### config.mk
export PLATFORM = sky130hd
export DESIGN_NAME = otter_hazard_unit
export DESIGN_NICKNAME = d
export VERILOG_FILES = /design/src/rtl/otter_pkg.sv /design/src/rtl/otter_reg_use.sv /design/src/rtl/otter_hazard_unit.sv
export SDC_FILE = /design/constraint.sdc
export NUM_CORES = 1
export LEC_CHECK = 0
export BUFFER_PORTS_ARGS = -buffer_cell sky130_fd_sc_hd__buf_2
export CELL_PAD_IN_SITES_DETAIL_PLACEMENT = 0
export CELL_PAD_IN_SITES_GLOBAL_PLACEMENT = 1
export CORE_MARGIN = 3
export CORE_UTILIZATION = 27
export DETAILED_ROUTE_END_ITERATION = 7
export PLACE_DENSITY_LB_ADDON = 0.1
export SYNTH_ARGS = -nofsm -noshare
export SYNTH_HDL_FRONTEND = slang
export SYNTH_SLANG_ARGS = --single-unit
### constraint.sdc
create_clock -name clk -period 6.88 [get_ports clk]
set_input_delay 1.376 -clock clk [delete_from_list [all_inputs] [get_ports clk]]
set_output_delay 1.376 -clock clk [all_outputs]
set_load 0.005 [all_outputs]
### src/rtl/otter_pkg.sv
// Shared definitions for the OTTER data-hazard unit.
//   opcode_t    : RV32I major opcodes that matter for register use
//   state_t     : stall FSM states
//   fwd_sel_t   : operand-forward select encoding
//   NOP_INSTR   : canonical bubble (addi x0,x0,0)
//   uses_rs1 / uses_rs2 / writes_rd : register-use decode from an instruction word
package otter_pkg;

    typedef enum logic [6:0] {
        OPC_LUI    = 7'b0110111,
        OPC_AUIPC  = 7'b0010111,
        OPC_JAL    = 7'b1101111,
        OPC_JALR   = 7'b1100111,
        OPC_BRANCH = 7'b1100011,
        OPC_LOAD   = 7'b0000011,
        OPC_STORE  = 7'b0100011,
        OPC_OP_IMM = 7'b0010011,
        OPC_OP     = 7'b0110011,
        OPC_SYSTEM = 7'b1110011
    } opcode_t;

    typedef enum logic {
        ST_IDLE  = 1'b0,
        ST_STALL = 1'b1
    } state_t;

    typedef enum logic [1:0] {
        FWD_RF  = 2'd0,
        FWD_MEM = 2'd1,
        FWD_WB  = 2'd2
    } fwd_sel_t;

    localparam logic [31:0] NOP_INSTR = 32'h0000_0013;

    // Stage indices into the per-stage decode arrays
    localparam int STG_DEC = 0;
    localparam int STG_EX  = 1;
    localparam int STG_MEM = 2;
    localparam int STG_WB  = 3;

    // CSR immediate forms (funct3[2]=1) carry a zimm in the rs1 field, not a register
    function automatic logic uses_rs1(input logic [31:0] ir);
        logic r;
        r = 1'b0;
        case (ir[6:0])
            OPC_JALR, OPC_BRANCH, OPC_LOAD, OPC_STORE, OPC_OP_IMM, OPC_OP: r = 1'b1;
            OPC_SYSTEM: r = ~ir[14];
            default:    r = 1'b0;
        endcase
        return r;
    endfunction

    function automatic logic uses_rs2(input logic [31:0] ir);
        logic r;
        r = 1'b0;
        case (ir[6:0])
            OPC_BRANCH, OPC_STORE, OPC_OP: r = 1'b1;
            default:                       r = 1'b0;
        endcase
        return r;
    endfunction

    // funct3=0 under SYSTEM is ecall/ebreak/mret, which write no register
    function automatic logic writes_rd(input logic [31:0] ir);
        logic r;
        r = 1'b0;
        case (ir[6:0])
            OPC_LUI, OPC_AUIPC, OPC_JAL, OPC_JALR, OPC_LOAD, OPC_OP_IMM, OPC_OP: r = 1'b1;
            OPC_SYSTEM: r = (ir[14:12] != 3'b000);
            default:    r = 1'b0;
        endcase
        return r;
    endfunction

endpackage

### src/rtl/otter_reg_use.sv
// Combinational register-use decoder for one pipeline stage.
//   ir       in  32      instruction word
//   rs1/rs2  out REG_AW  source register fields
//   rd       out REG_AW  destination register field
//   rs1_used out 1       instruction reads rs1
//   rs2_used out 1       instruction reads rs2
//   rd_valid out 1       instruction writes a non-x0 rd (x0 writes can never cause a hazard)
module otter_reg_use
    import otter_pkg::*;
#(
    parameter int REG_AW = 5
) (
    input  logic [31:0]       ir,
    output logic [REG_AW-1:0] rs1,
    output logic [REG_AW-1:0] rs2,
    output logic [REG_AW-1:0] rd,
    output logic              rs1_used,
    output logic              rs2_used,
    output logic              rd_valid
);

    assign rs1      = ir[15 +: REG_AW];
    assign rs2      = ir[20 +: REG_AW];
    assign rd       = ir[7  +: REG_AW];
    assign rs1_used = uses_rs1(ir);
    assign rs2_used = uses_rs2(ir);
    assign rd_valid = writes_rd(ir) && (rd != '0);

    logic unused_ir;
    assign unused_ir = ^ir[31:25];

endmodule

### src/rtl/otter_hazard_unit.sv
// Data-hazard unit for the 5-stage OTTER pipeline.
//   clk, rst              clock / asynchronous active-high reset
//   dec_ir..wb_ir         instructions currently in DEC, EX, MEM, WB
//   br_flush              taken branch/jump resolved in EX
//   pc_write, dec_en      PC / IF-DEC load enables
//   ex_flush              load a bubble into DEC/EX this edge
//   fwd_a_sel, fwd_b_sel  registered operand-forward selects for the instr in EX
//   stalled               stall FSM is in STALL
//   stall_cycles          saturating count of cycles with pc_write=0
module otter_hazard_unit
    import otter_pkg::*;
#(
    parameter bit FWD_EN = 1'b1,
    parameter int REG_AW = 5,
    parameter int PERF_W = 16
) (
    input  logic              clk,
    input  logic              rst,
    input  logic [31:0]       dec_ir,
    input  logic [31:0]       ex_ir,
    input  logic [31:0]       mem_ir,
    input  logic [31:0]       wb_ir,
    input  logic              br_flush,
    output logic              pc_write,
    output logic              dec_en,
    output logic              ex_flush,
    output logic [1:0]        fwd_a_sel,
    output logic [1:0]        fwd_b_sel,
    output logic              stalled,
    output logic [PERF_W-1:0] stall_cycles
);

    logic [31:0]       stage_ir   [4];
    logic [REG_AW-1:0] rs1_arr    [4];
    logic [REG_AW-1:0] rs2_arr    [4];
    logic [REG_AW-1:0] rd_arr     [4];
    logic              rs1_u_arr  [4];
    logic              rs2_u_arr  [4];
    logic              rd_v_arr   [4];
    logic              hit        [4];

    assign stage_ir[STG_DEC] = dec_ir;
    assign stage_ir[STG_EX]  = ex_ir;
    assign stage_ir[STG_MEM] = mem_ir;
    assign stage_ir[STG_WB]  = wb_ir;

    genvar gi;
    generate
        for (gi = 0; gi < 4; gi++) begin : g_use
            otter_reg_use #(.REG_AW(REG_AW)) u_use (
                .ir       (stage_ir[gi]),
                .rs1      (rs1_arr[gi]),
                .rs2      (rs2_arr[gi]),
                .rd       (rd_arr[gi]),
                .rs1_used (rs1_u_arr[gi]),
                .rs2_used (rs2_u_arr[gi]),
                .rd_valid (rd_v_arr[gi])
            );
        end

        // hit[p]: some source actually read by DEC is produced by stage p
        assign hit[STG_DEC] = 1'b0;
        for (gi = 1; gi < 4; gi++) begin : g_hit
            assign hit[gi] = rd_v_arr[gi] &&
                ((rs1_u_arr[STG_DEC] && (rs1_arr[STG_DEC] == rd_arr[gi])) ||
                 (rs2_u_arr[STG_DEC] && (rs2_arr[STG_DEC] == rd_arr[gi])));
        end
    endgenerate

    logic ex_is_load;
    assign ex_is_load = (ex_ir[6:0] == OPC_LOAD);

    // Bubbles needed before the DEC instruction may enter EX
    logic [1:0] bubbles;
    always_comb begin
        bubbles = 2'd0;
        if (FWD_EN) begin
            // WB result is not bypassed into DEC, so a WB producer still costs one cycle
            if ((hit[STG_EX] && ex_is_load) || hit[STG_WB])
                bubbles = 2'd1;
        end else begin
            if (hit[STG_EX])       bubbles = 2'd3;
            else if (hit[STG_MEM]) bubbles = 2'd2;
            else if (hit[STG_WB])  bubbles = 2'd1;
        end
    end

    // Stall FSM
    state_t     state_reg, state_next;
    logic [1:0] cnt_reg, cnt_next;

    always_ff @(posedge clk or posedge rst) begin
        if (rst) begin
            state_reg <= ST_IDLE;
            cnt_reg   <= 2'd0;
        end else begin
            state_reg <= state_next;
            cnt_reg   <= cnt_next;
        end
    end

    always_comb begin
        pc_write   = 1'b1;
        dec_en     = 1'b1;
        ex_flush   = 1'b0;
        state_next = state_reg;
        cnt_next   = cnt_reg;
        if (rst) begin
            // outputs held at reset values while rst is asserted
            state_next = ST_IDLE;
            cnt_next   = 2'd0;
        end else if (br_flush) begin
            ex_flush   = 1'b1;
            state_next = ST_IDLE;
            cnt_next   = 2'd0;
        end else if (state_reg == ST_STALL) begin
            pc_write = 1'b0;
            dec_en   = 1'b0;
            ex_flush = 1'b1;
            cnt_next = cnt_reg - 2'd1;
            if (cnt_reg <= 2'd1)
                state_next = ST_IDLE;
        end else if (bubbles != 2'd0) begin
            pc_write = 1'b0;
            dec_en   = 1'b0;
            ex_flush = 1'b1;
            cnt_next = bubbles - 2'd1;
            if (bubbles > 2'd1)
                state_next = ST_STALL;
        end
    end

    assign stalled = (state_reg == ST_STALL);

    // Forward selects, captured as the DEC instruction moves into EX
    generate
        if (FWD_EN) begin : g_fwd
            fwd_sel_t fwd_a_reg, fwd_b_reg;
            fwd_sel_t fwd_a_next, fwd_b_next;

            always_comb begin
                fwd_a_next = FWD_RF;
                fwd_b_next = FWD_RF;
                if (rs1_u_arr[STG_DEC] && rd_v_arr[STG_EX] && (rs1_arr[STG_DEC] == rd_arr[STG_EX]))
                    fwd_a_next = FWD_MEM;
                else if (rs1_u_arr[STG_DEC] && rd_v_arr[STG_MEM] && (rs1_arr[STG_DEC] == rd_arr[STG_MEM]))
                    fwd_a_next = FWD_WB;
                if (rs2_u_arr[STG_DEC] && rd_v_arr[STG_EX] && (rs2_arr[STG_DEC] == rd_arr[STG_EX]))
                    fwd_b_next = FWD_MEM;
                else if (rs2_u_arr[STG_DEC] && rd_v_arr[STG_MEM] && (rs2_arr[STG_DEC] == rd_arr[STG_MEM]))
                    fwd_b_next = FWD_WB;
            end

            always_ff @(posedge clk or posedge rst) begin
                if (rst) begin
                    fwd_a_reg <= FWD_RF;
                    fwd_b_reg <= FWD_RF;
                end else if (ex_flush) begin
                    fwd_a_reg <= FWD_RF;
                    fwd_b_reg <= FWD_RF;
                end else if (dec_en) begin
                    fwd_a_reg <= fwd_a_next;
                    fwd_b_reg <= fwd_b_next;
                end
            end

            assign fwd_a_sel = fwd_a_reg;
            assign fwd_b_sel = fwd_b_reg;
        end else begin : g_nofwd
            assign fwd_a_sel = 2'd0;
            assign fwd_b_sel = 2'd0;
        end
    endgenerate

    // Saturating stall-cycle counter
    logic [PERF_W-1:0] perf_reg;
    always_ff @(posedge clk or posedge rst) begin
        if (rst)
            perf_reg <= '0;
        else if (!pc_write && (perf_reg != {PERF_W{1'b1}}))
            perf_reg <= perf_reg + 1'b1;
    end
    assign stall_cycles = perf_reg;

    logic unused_fields;
    assign unused_fields = ^{rs1_arr[STG_EX], rs1_arr[STG_MEM], rs1_arr[STG_WB],
                             rs2_arr[STG_EX], rs2_arr[STG_MEM], rs2_arr[STG_WB],
                             rs1_u_arr[STG_EX], rs1_u_arr[STG_MEM], rs1_u_arr[STG_WB],
                             rs2_u_arr[STG_EX], rs2_u_arr[STG_MEM], rs2_u_arr[STG_WB],
                             rd_arr[STG_DEC], rd_v_arr[STG_DEC], hit[STG_DEC]};

endmodule

# Word level (Yosys, flattened, before mapping)

Index checks and enable logic that the tools add are counted.

ROM bits: 0
Latch bits: 0
Flip-flop bits (word level): 23
Memory bits (writable): 0
Memories kept: 0
Logic and storage cells: 118
Output and inout bits: 24

$mul: 0
Reduce and logical (&&, ||, !) cells: 37
Equal/unequal tests: 38
Divide/modulo/power cells: 0
Shift operators: 0
$lt $le $gt $ge: 2
Mux-type cells: 32
Add/sub/neg operators: 3
Bitwise logic cells: 1

Operator list:

| operator              | number |
|---|---|
| $eq 7x7->1 const B    | 12 |
| $eq 7x6->1 const B    | 8 |
| $eq 7x5->1 const B    | 7 |
| $eq 5x5->1            | 6 |
| $eq 7x2->1 const B    | 4 |
| $mux 2                | 12 |
| $reduce_or 7->1       | 3 |
| $logic_and 1x1->1     | 19 |
| $add 16x1->16 const B | 1 |
| $mux 1                | 16 |
| $ne 16x16->1 const B  | 1 |
| $reduce_bool 5->1     | 3 |
| $reduce_bool 3->1     | 3 |
| $pmux 1 s2            | 4 |
| $reduce_or 6->1       | 1 |
| $reduce_bool 2->1     | 2 |
| $reduce_bool 4->1     | 1 |
| $logic_or 1x1->1      | 3 |
| $reduce_or 3->1       | 1 |
| $le 2x1->1 const B    | 1 |
| $sub 1x1->2 const B   | 1 |
| $sub 2x1->2 const B   | 1 |
| $gt 1x1->1 const B    | 1 |
| $logic_not 1->1       | 1 |
| $not 1->1             | 1 |

# Longest topological paths before layout

Depth after elaboration: 16
Gate-level depth with buffers: 9
Mapped depth without buffers: 8

# By module

Synthesis repeated with hierarchy kept, for this count alone.

Cells, all modules: 269
Area total of the unflattened synthesis: 2322.2 sq um

By module, submodules not included:

| module            | area each (sq um) | sequential area each (sq um) | times used | cells each |
|---|---|---|---|---|
| otter_hazard_unit | 1446.4            | 575.6                        | 1          | 145 |
| otter_reg_use     | 219.0             | 0.0                          | 4          | 31 |

# Least setup slack after synthesis

Ideal clock, no wire load.

Path kind: in2out
Start: input dec_ir[14]
End: output pc_write
Stages on the path: 8
Arrival: 3073 ps
Slack: 2431 ps
Data required time: 5504 ps
Path buffers: 1
Path through: nand2b_1 > a2111oi_2 > nor2_1 > nor4_2 > o211ai_2 > and2_4 > or3_1 > buf_4

Word-level cells in the longest chain between the ends: 13
Elaborated cells on any way between the ends: 16
Those cells by class: mux (6); bitwise (1); reduce/logical (9)

Ends and longest elaborated chain:

| what                     | line                     | source |
|---|---|---|
| start: declaration       | otter_hazard_unit.sv:19  | `input logic [31:0] dec_ir,` |
| $not 1->1 (*)            | otter_pkg.sv:47          | `OPC_SYSTEM: r = ~ir[14];` |
| $pmux 1 s2 (*)           | otter_pkg.sv:45          | `case (ir[6:0])` |
| $logic_and 1x1->1        | otter_hazard_unit.sv:65  | `((rs1_u_arr[STG_DEC] && (rs1_arr[STG_DEC] == rd_arr[gi])) \|\|` |
| $logic_or 1x1->1         | otter_hazard_unit.sv:65  |  |
| $logic_and 1x1->1        | otter_hazard_unit.sv:64  | `assign hit[gi] = rd_v_arr[gi] &&` |
| $logic_and 1x1->1        | otter_hazard_unit.sv:79  | `if ((hit[STG_EX] && ex_is_load) \|\| hit[STG_WB])` |
| $logic_or 1x1->1 (*)     | otter_hazard_unit.sv:79  |  |
| $mux 1 (*)               | otter_hazard_unit.sv:79  |  |
| $reduce_bool 2->1 (*)    | otter_hazard_unit.sv:123 | `end else if (bubbles != 2'd0) begin` |
| $mux 1 (*) (4 in series) | --                       |  |
| end: declaration         | otter_hazard_unit.sv:24  | `output logic pc_write,` |

Every way passes the cells marked *; elsewhere a longest branch is shown, timed or not.

# Worst setup path after layout

Start: input dec_ir[4]
End: output pc_write

Word-level cells in the longest chain between the ends: 14
Elaborated cells on any way between the ends: 27
Those cells by class: eq/ne (7); mux (7); reduce/logical (13)

Ends and longest elaborated chain:

| what                                               | line                                             | source |
|---|---|---|
| $eq 7x7->1 (tied with other cells)                 | otter_pkg.sv:45, otter_pkg.sv:56                 |  |
| $reduce_or 6->1 or $reduce_or 3->1 (tied branches) | otter_pkg.sv:45, otter_pkg.sv:56                 |  |
| $pmux 1 s2 or $mux 1 (tied branches)               | otter_pkg.sv:45, otter_pkg.sv:56                 |  |
| $logic_and 1x1->1, on equally long branches        | otter_hazard_unit.sv:65, otter_hazard_unit.sv:66 |  |
| $logic_or 1x1->1                                   | otter_hazard_unit.sv:65                          |  |
| $logic_and 1x1->1                                  | otter_hazard_unit.sv:64                          |  |
| $logic_and 1x1->1                                  | otter_hazard_unit.sv:79                          |  |
| $logic_or 1x1->1 (*)                               | otter_hazard_unit.sv:79                          |  |
| $mux 1 (*)                                         | otter_hazard_unit.sv:79                          |  |
| $reduce_bool 2->1 (*)                              | otter_hazard_unit.sv:123                         |  |
| $mux 1 (*)                                         | otter_hazard_unit.sv:123                         |  |
| $mux 1 (*)                                         | otter_hazard_unit.sv:116                         | `end else if (state_reg == ST_STALL) begin` |
| $mux 1 (*)                                         | otter_hazard_unit.sv:112                         | `end else if (br_flush) begin` |
| $mux 1 (*)                                         | otter_hazard_unit.sv:108                         | `if (rst) begin` |

Marked as above.

==> impl_metrics.csv <==
group,metric,value,unit
floorplanning,io_pins,155,
timing,fmaxAchievable,215.9,MHz
global_route,overflow,0,
timing,rsz0062_at_grt,"false",
detailed_routing,wl,4374,um
synthesis,synth_seq_cells,23,
synthesis,synth_warnings,0,
timing,hold_viol,0,
worst_setup_path,r2r-start,"stall_cycles[0]",
synthesis,yosysMostFrequentCell,"xnor2_1",
clocking,cts_buffers,3,
floorplanning,initial_core_util,0.2817,
synthesis,yosys.area.top_type,"dfrtp_1",
placement,dp_hpwl,3764,um
layout,finalInstanceArea,2240,um2
placement,placed_area,2195,um2
clocking,ctsHoldBuffers,0,
power_and_ir_drop,ir_drop,0.05864,mV
clocking,root_buffer,"clkbuf_8",
synthesis,synth_edf_count,0,
layout,layout.area.seq,575.6,um2
worst_setup_path,criticalPathCategory,"primary input to output port",
worst_setup_path,start_kind,"primary input",
floorplanning,dieHeight,84.83,um
worst_setup_path,crit_arrival,3.26,ns
clocking,cts.sinks,23,
global_route,grt_first_pass_wirelength,7293,um
layout,fillCellCount,647,
worst_setup_path,end_kind,"output port",
synthesis,synthCells,173,
layout,drive_above_1_share,0.3916,
global_route,grt_use_total,0.1213,
clocking,cts_max_level,1,
synthesis,avgSynthCellArea,9.699,um2
detailed_routing,vias,1598,
floorplanning,dieWidth,84.83,um
layout,antenna-diode-count,0,
synthesis,yosysUniqueCellTypes,46,
clocking,clkTransAtPathRegs,0.08,ns
worst_setup_path,crit_path_max_fanout,5,
floorplanning,fp.dieArea,7196,um2
synthesis,synthFlopType,"dfrtp_1",
worst_setup_path,critPathRequiredTime,5.50,ns
synthesis,ys_seq_area_frac,0.3430,
synthesis,yosys-top-cells-count,"xnor2_1, dfrtp_1, xor2_1, nand4_1, nand2_1",
timing,setup_slack,2.248,ns
timing,slew_headroom,0.4380,
detailed_routing,vias_per_cell,4.728,
layout,nNetsFinal,397,
placement,pre_cts_ws,2.195,ns
layout,final_cells,338,
layout,multi_input_area,1057,um2
worst_setup_path,cpMaxStageDelayCell,"nor4_1",
worst_setup_path,path_cells,"buf_2 -> a211oi_1 -> nand4_1 -> nor4_1 -> o21bai_1 -> a21oi_2 -> and2_4 -> or3_1 -> buf_2",
timing,fin_skew,0.002529,ns
worst_setup_path,worstSetupStartpoint,"dec_ir[4]",
layout,final_core_util,0.3761,
global_route,antenna_found_initial,0,
worst_setup_path,reg2reg_depth,6,
timing,drv_slew,0,
layout,area_growth,33.48,%
timing,tightest_slew,0.8421,ns
clocking,post-cts-setup-buffer-count,0,
worst_setup_path,reg2reg_slack,4.50,ns
detailed_routing,drt_pass1_iterations,4,
placement,place_congestion,0.7930,
worst_setup_path,crit_end,"pc_write",
job,maxCapViolCount,0,
worst_setup_path,critPathMostFrequentCell,"buf_2",
timing,fin_crit_sh,0.6733,
global_route,grt_max_degree,24,
hold_path,hold_path_class,"flop to flop",
detailed_routing,wl_per_cell,12.94,um
clocking,cts.repair.resized,0,
timing,layout_min_cycle_time,4.632,ns
detailed_routing,final_antenna_net_count,0,
placement,io_buffers,89,
global_route,grt_pass1_vias,1617,
floorplanning,num_rows,28,
worst_setup_path,r2r_end,"stall_cycles[1]",
detailed_routing,route.detailed.drc,0,
timing,setup_viol,0,
placement,dp_cells,334,
synthesis,syn_nets,306,
power_and_ir_drop,p_per_area,123.3,nW/um2
clocking,clk_latency,0.26,ns
clocking,cts_tree,"yes",
worst_setup_path,slowest_delay,0.38,ns
synthesis,synthArstFlopShare,1.000,
clocking,cts.path.max_buffers,2,
synthesis,yosysTopAreaCellShare,0.3430,
timing,finalSetupTns,0,ns
layout,largest_reg_flops,16,
floorplanning,fp.coreArea,5956,um2
power_and_ir_drop,p_leak,0.001068,uW
run_status,status,"completed",
synthesis,yosys-top-cells-area,"dfrtp_1, xnor2_1, xor2_1, nand4_1, and3_1",
synthesis,synth_area,1678,um2
detailed_routing,drt-initial-drc-count,23,
-- power by group --
part	internal, uW	total [uW]	switching, uW
clock network	41.3	82.7	41.4
logic	28.6	58.1	29.4
registers	135	135	0.309
total	205	276	71.1
-- kinds of logic (layout without fill, tap and decap cells) --
logic type                 count (synthesis)  count (layout)  synth area share
adders and majority gates                  2               2           0.01491
and+or+nand+nor                           66              66            0.2424
DFF                                       23              23            0.3430
xor gates and xnor gates                  44              44            0.2297
AOI/OAI and AO/OA                         26              26            0.1238
muxes                                      3               3           0.01939
buffers and inverters                      9              99           0.02684
-- worst min-delay path by stage --
stage	startpoint	to	slack, ns	cells past startpoint
3_5_place_dp	stall_cycles[12]	stall_cycles[12]	0.48	1
3_3_place_gp	stall_cycles[12]	stall_cycles[12]	0.48	1
4_1_cts	stall_cycles[12]	stall_cycles[12]	0.49	1
6_report	stall_cycles[12]	stall_cycles[12]	0.49	1
2_1_floorplan	stall_cycles[8]	stall_cycles[8]	0.48	1
5_1_grt	stall_cycles[4]	stall_cycles[4]	0.52	1
-- worst max-delay path: cells and delay by family --
family	cells	cell delay, ns
buf+inv	2	0.25
simple gates	4	1.11
compound gates	3	0.53
-- layout by cell type, fill, tap and decap left out, types with 2 or more instances in the layout --
| cell | count |
|---|---|
| buf_2 | 89 |
| xnor2_1 | 29 |
| dfrtp_1 | 23 |
| xor2_1 | 15 |
| nand4_1 | 10 |
| nand2_1 | 8 |
| and3_1 | 7 |
| nor4_1 | 7 |
| nand3_1 | 7 |
| inv_1 | 6 |
| a21oi_1 | 6 |
| nand2b_1 | 4 |
| nor3_1 | 4 |
| nor2_1 | 3 |
| or3_1 | 3 |
| clkbuf_8 | 3 |
| or2_2 | 2 |
| o311ai_0 | 2 |
| nand4b_1 | 2 |
| o21ai_0 | 2 |
| or4_1 | 2 |
| o211ai_1 | 2 |
| o21bai_1 | 2 |
| a21oi_2 | 2 |
| ha_1 | 2 |
-- metal layers --
layer,share of wire,GRT usage,vias up
met4,0.0062,0.03453,0
met5,0,0,-
met2,0.48,0.2085,54
met1,0.44,0.1593,722
li1,-,-,820
met3,0.067,0.01650,2
-- area by class of cell --
cell class              instances  area share
multi-input cells             141      0.4721
flip-flops and latches         23      0.2570
repair buffers                 89      0.1989
well taps                      75     0.04190
clock buffers                   4     0.02011
inverters                       6     0.01006
-- through the flow --
stage          power [uW]  hold WS [ns]
2_1_floorplan       164.7        0.4806
3_3_place_gp        197.2        0.4770
3_5_place_dp        197.4        0.4828
4_1_cts             281.1        0.4938
5_1_grt             292.7        0.5195
6_report            276.2        0.4888
No activity file was read; power rests on OpenSTA's default activity.
